### src/rtl/arb_pkg.sv
// Shared types and defaults for the round-robin arbiter.
package arb_pkg;

    typedef enum logic [1:0] {
        IDLE,
        GRANT,
        RELEASE
    } arb_state_t;

    localparam int ARB_N        = 5;
    localparam int ARB_MAX_HOLD = 16;

    // Reduce an index sum (at most 2*n-2) back into the range 0..n-1.
    function automatic logic [2:0] wrap_idx(input logic [3:0] sum, input int n);
        logic [3:0] lim;
        logic [2:0] res;
        lim = 4'(n);
        if (sum >= lim) begin
            res = 3'(sum - lim);
        end else begin
            res = sum[2:0];
        end
        return res;
    endfunction

endpackage

### src/rtl/rr_pick.sv
// Rotate-priority picker: first set request at or after ptr, wrapping modulo N.
module rr_pick
    import arb_pkg::*;
#(
    parameter int N = ARB_N
) (
    input  logic [N-1:0] req,
    input  logic [2:0]   ptr,
    output logic         valid,
    output logic [2:0]   idx
);

    logic [N-1:0] rot;

    // Doubling the request vector lets a plain shift act as a rotate by ptr.
    assign rot = N'({req, req} >> ptr);

    // Scan from the top down so the lowest rotated position wins.
    always_comb begin
        valid = 1'b0;
        idx   = '0;
        for (int j = N - 1; j >= 0; j--) begin
            if (rot[j]) begin
                valid = 1'b1;
                idx   = wrap_idx({1'b0, ptr} + 4'(j), N);
            end
        end
    end

endmodule

### src/rtl/rr_arbiter_5.sv
// Round-robin arbiter with grant hold, done/drop release and hold timeout.
module rr_arbiter_5
    import arb_pkg::*;
#(
    parameter int N        = ARB_N,
    parameter int MAX_HOLD = ARB_MAX_HOLD
) (
    input  logic         clock,
    input  logic         reset_n,
    input  logic [N-1:0] req,
    input  logic         done,
    output logic [N-1:0] gnt,
    output logic [2:0]   gnt_id,
    output logic         busy,
    output logic         timeout
);

    localparam int            CW        = $clog2(MAX_HOLD);
    localparam logic [CW-1:0] HOLD_LAST = CW'(MAX_HOLD - 1);

    arb_state_t    state;
    arb_state_t    state_nxt;
    logic [2:0]    ptr;
    logic [2:0]    ptr_nxt;
    logic [2:0]    owner;
    logic [2:0]    owner_nxt;
    logic [CW-1:0] hold_cnt;
    logic [CW-1:0] hold_nxt;
    logic [N-1:0]  gnt_nxt;
    logic [2:0]    gnt_id_nxt;
    logic          busy_nxt;
    logic          timeout_nxt;

    logic          pick_valid;
    logic [2:0]    pick_idx;
    logic          owner_req;
    logic          hold_expired;

    rr_pick #(
        .N(N)
    ) u_pick (
        .req   (req),
        .ptr   (ptr),
        .valid (pick_valid),
        .idx   (pick_idx)
    );

    assign owner_req    = req[owner];
    assign hold_expired = (hold_cnt == HOLD_LAST);

    // Next-state logic; outputs are computed one cycle ahead so they leave registered.
    always_comb begin
        state_nxt   = state;
        ptr_nxt     = ptr;
        owner_nxt   = owner;
        hold_nxt    = hold_cnt;
        gnt_nxt     = gnt;
        gnt_id_nxt  = gnt_id;
        busy_nxt    = busy;
        timeout_nxt = 1'b0;
        case (state)
            IDLE: begin
                gnt_nxt    = '0;
                gnt_id_nxt = '0;
                busy_nxt   = 1'b0;
                if (pick_valid) begin
                    state_nxt  = GRANT;
                    owner_nxt  = pick_idx;
                    hold_nxt   = '0;
                    gnt_nxt    = {{(N-1){1'b0}}, 1'b1} << pick_idx;
                    gnt_id_nxt = pick_idx;
                    busy_nxt   = 1'b1;
                end
            end
            GRANT: begin
                if (done || !owner_req || hold_expired) begin
                    state_nxt   = RELEASE;
                    gnt_nxt     = '0;
                    gnt_id_nxt  = '0;
                    busy_nxt    = 1'b1;
                    // A timeout is only flagged when the hold limit alone ended the grant.
                    timeout_nxt = hold_expired && !done && owner_req;
                end else begin
                    hold_nxt = hold_cnt + 1'b1;
                end
            end
            RELEASE: begin
                state_nxt  = IDLE;
                ptr_nxt    = wrap_idx({1'b0, owner} + 4'd1, N);
                gnt_nxt    = '0;
                gnt_id_nxt = '0;
                busy_nxt   = 1'b0;
            end
            default: begin
                state_nxt  = IDLE;
                gnt_nxt    = '0;
                gnt_id_nxt = '0;
                busy_nxt   = 1'b0;
            end
        endcase
    end

    // State, pointer, counter and output registers with asynchronous clear.
    always_ff @(posedge clock or negedge reset_n) begin
        if (!reset_n) begin
            state    <= IDLE;
            ptr      <= '0;
            owner    <= '0;
            hold_cnt <= '0;
            gnt      <= '0;
            gnt_id   <= '0;
            busy     <= 1'b0;
            timeout  <= 1'b0;
        end else begin
            state    <= state_nxt;
            ptr      <= ptr_nxt;
            owner    <= owner_nxt;
            hold_cnt <= hold_nxt;
            gnt      <= gnt_nxt;
            gnt_id   <= gnt_id_nxt;
            busy     <= busy_nxt;
            timeout  <= timeout_nxt;
        end
    end

endmodule

### config.mk
export PLATFORM = sky130hd
export DESIGN_NAME = rr_arbiter_5
export DESIGN_NICKNAME = d
export VERILOG_FILES = /design/src/rtl/arb_pkg.sv /design/src/rtl/rr_pick.sv /design/src/rtl/rr_arbiter_5.sv
export SDC_FILE = /design/constraint.sdc
export NUM_CORES = 1
export LEC_CHECK = 0
export ABC_AREA = 1
export CAP_MARGIN = 20
export CORE_MARGIN = 2
export CORE_UTILIZATION = 59
export DETAILED_ROUTE_END_ITERATION = 8
export DONT_BUFFER_PORTS = 1
export PLACE_DENSITY = 0.74
export SYNTH_ARGS = -nofsm -noshare
export SYNTH_HDL_FRONTEND = slang
export SYNTH_SLANG_ARGS = --single-unit
### constraint.sdc
create_clock -name clock -period 3 [get_ports clock]
set_input_delay 0.6 -clock clock [delete_from_list [all_inputs] [get_ports clock]]
set_output_delay 0.6 -clock clock [all_outputs]
set_load 0.02 [all_outputs]
==> metrics <==
Worst-path clk slew=0.12 ns; CP startpoint kind=register; reg-to-reg endpoint=gnt[4]$_DFFE_PN0P_; last element of the critical path=gnt[4]$_DFFE_PN0P_; WL final=3870 um; Post-CTS Setup Bufs=0; Port Buffers=0; clk sinks=22; CTS tree=built; cts repair resizes=0; DRC viols=0; Slew headroom=65.1%; Critical Path Start=ptr[1]$_DFFE_PN0N_; Yosys reg bits=22; core area=3000 um^2; Clock Tree Root=clkbuf_4; Antenna Nets Post-Route=0; Seq/Total Area, Yosys=30.0%; layout cell share with drive strength beyond 1=12.6%; Final Hold Vio Count=0; Max FO, Critical Path=13; Slew @ Worst Pin=0.524 ns; Area Growth Syn to Fin=3.62%; Most Frequent Cell on Critical Path=nand2_1; DR WL/cell=12.8 um; Inserted Clock Buffers=3; RSZ-0062 raised after global routing=no; CTS H-tree depth=1; iteration count of the initial detailed-routing pass=4; CP required=approximately 3.2 ns; R2R depth=14; pin count of the biggest net entering global routing=23; critical path capture point type=register; DP HPWL=2990 um; largest stage delay on the critical path=0.69 ns; Core Rows=20; worst-skew pair later-pin latency=0.31 ns; Mapped Cells=267; Total Routing Usage GR=24.2%; Nets=291; initial antenna violation count=0; total number of vias=1622; status=finished clean; synth top area cells=dfrtp_1 (30%), nand2_1 (17%), nand3_1 (8.7%); ordered cell list for the critical path=ha_1 > inv_1 > fa_1 > nor2_1 > nor2_1 > xor2_1 > a21oi_1 > nand2_1 > nand2_2 > nand2_4 > nand2_1 > inv_1 > nand3_1 > nand2_1; area fraction of the dominant cell type after synthesis=30.0%; FF-to-FF setup slack=0.59 ns; synth unique cells=29; Die Ht=59.8 um; Ys Warns=0; ANT cells=0; Hold WC Path Type=in -> reg; origin of the critical flop-to-flop path=ptr[1]$_DFFE_PN0N_; commonest non-fill, non-tap cells in the layout=nand2_1 (83), nand3_1 (32), inv_1 (25); Synth Cell Area=1830 um^2; Critical-path top delay cell=dfrtp_1; Synth Net Count=287; first-pass GRT wire length=6530 um; full die area=3570 um^2; Via-to-Cell Ratio=~5.4; CTS max path bufs=2; GPL Wtd Cong=roughly 0.88; worst setup path class=reg -> reg; number of global-route vias before repair=1392; Initial Util=61.1%; syn avg cell area=between 6 and 7 um^2; final setup skew=0.00410 ns; hold-fix buffers at CTS=1; width of the die=59.8 um; commonest non-fill, non-tap cell in the layout=nand2_1; Final setup viols=0; Final Cycle Share=80.3%; largest area contributor in the synthesized netlist=dfrtp_1; post-layout min period=2.41 ns; Congestion Overflow GR=0; max-cap viol count=0; DRT iter0 DRCs=between 90 and 100; FILL cells=about 270; IO Pins=18; Worst Path Arrival=2.62 ns; Slew Viols, Final=0; fmax=slightly above 400 MHz; setup TNS=0 ns
==> worst max-delay path, delay by kind of cell (launching register included) <==
| family | cells | cell delay (ns) |
|---|---|---|
| DFF | 1 | 0.69 |
| and+or+nand+nor | 8 | 0.65 |
| adders and majority gates | 2 | 0.61 |
| AOI/OAI and AO/OA | 1 | 0.15 |
| xor gates and xnor gates | 1 | 0.14 |
| buffers and inverters | 2 | 0.09 |
==> state kept, by name, indices dropped and copies added (netlist names) <==
name      count
busy          1
timeout       1
ptr           3
gnt           5
hold_cnt      4
state         2
owner         3
gnt_id        3
==> layer usage <==
metal / share of wire (%) / vias up / track usage, %
met1: 51 / 726 / 36.3
met5: 0 / - / 0
met3: 3.8 / 2 / 4.55
met2: 45 / 34 / 35.9
met4: 0.49 / 0 / 5.71
li1: - / 860 / -
==> cells in the mapped netlist (all sizes together) <==
master	number
nand2	96
xnor2	2
dfrtp	22
inv	32
nor3	2
nand3	35
buf	6
a21oi	9
o31ai	1
fa	1
xor2	7
o211ai	2
nor2	17
ha	11
o21bai	2
o21ai	21
nand4	1
==> cell type report <==
cell class	instances	area, um^2	area share, %
Clock buffer	3	22.5	1.18
Inverter	32	123	6.45
Sequential cell	22	551	29.0
Timing Repair Buffer	5	47.5	2.50
Multi-Input combinational cell	207	1120	58.7
Tap cell	33	41.3	2.17
==> through the flow <==
step / setup WS [ns] / hold slack (ns) / utilization, % / instances / instance area [um^2]
after floorplan: 0.893 / 0.304 / - / 267 / 1830
after global placement: 0.672 / 0.305 / 61.7 / 297 / 1850
after detailed placement: 0.628 / 0.305 / 61.7 / 297 / 1850
after CTS: 0.614 / 0.429 / 62.8 / 301 / 1890
after global routing: 0.326 / 0.439 / 63.3 / 302 / 1900
final: 0.592 / 0.437 / 63.3 / 302 / 1900
==> worst min path at each step <==
stage               startpoint                  to  slack, ns  cells past startpoint
floorplan              reset_n    busy$_DFFE_PN0P_       0.30                      0
global placement       reset_n  ptr[0]$_DFFE_PN0N_       0.30                      0
detailed placement     reset_n  ptr[0]$_DFFE_PN0N_       0.30                      0
CTS                       done   timeout$_DFF_PN0_       0.43                      3
global route              done   timeout$_DFF_PN0_       0.44                      3
finish                    done   timeout$_DFF_PN0_       0.44                      3
==> kinds of logic after synthesis <==
kind of cell | synth area share [%]
DFF | 30.0
buffers and inverters | 9.14
AOI/OAI and AO/OA | 10.4
adders and majority gates | 8.59
xor gates and xnor gates | 4.30
and+or+nand+nor | 37.5
Power is left out: the tool's default activity adds up to more than one toggle a clock period on the data nets, which glitch-free logic cannot reach.
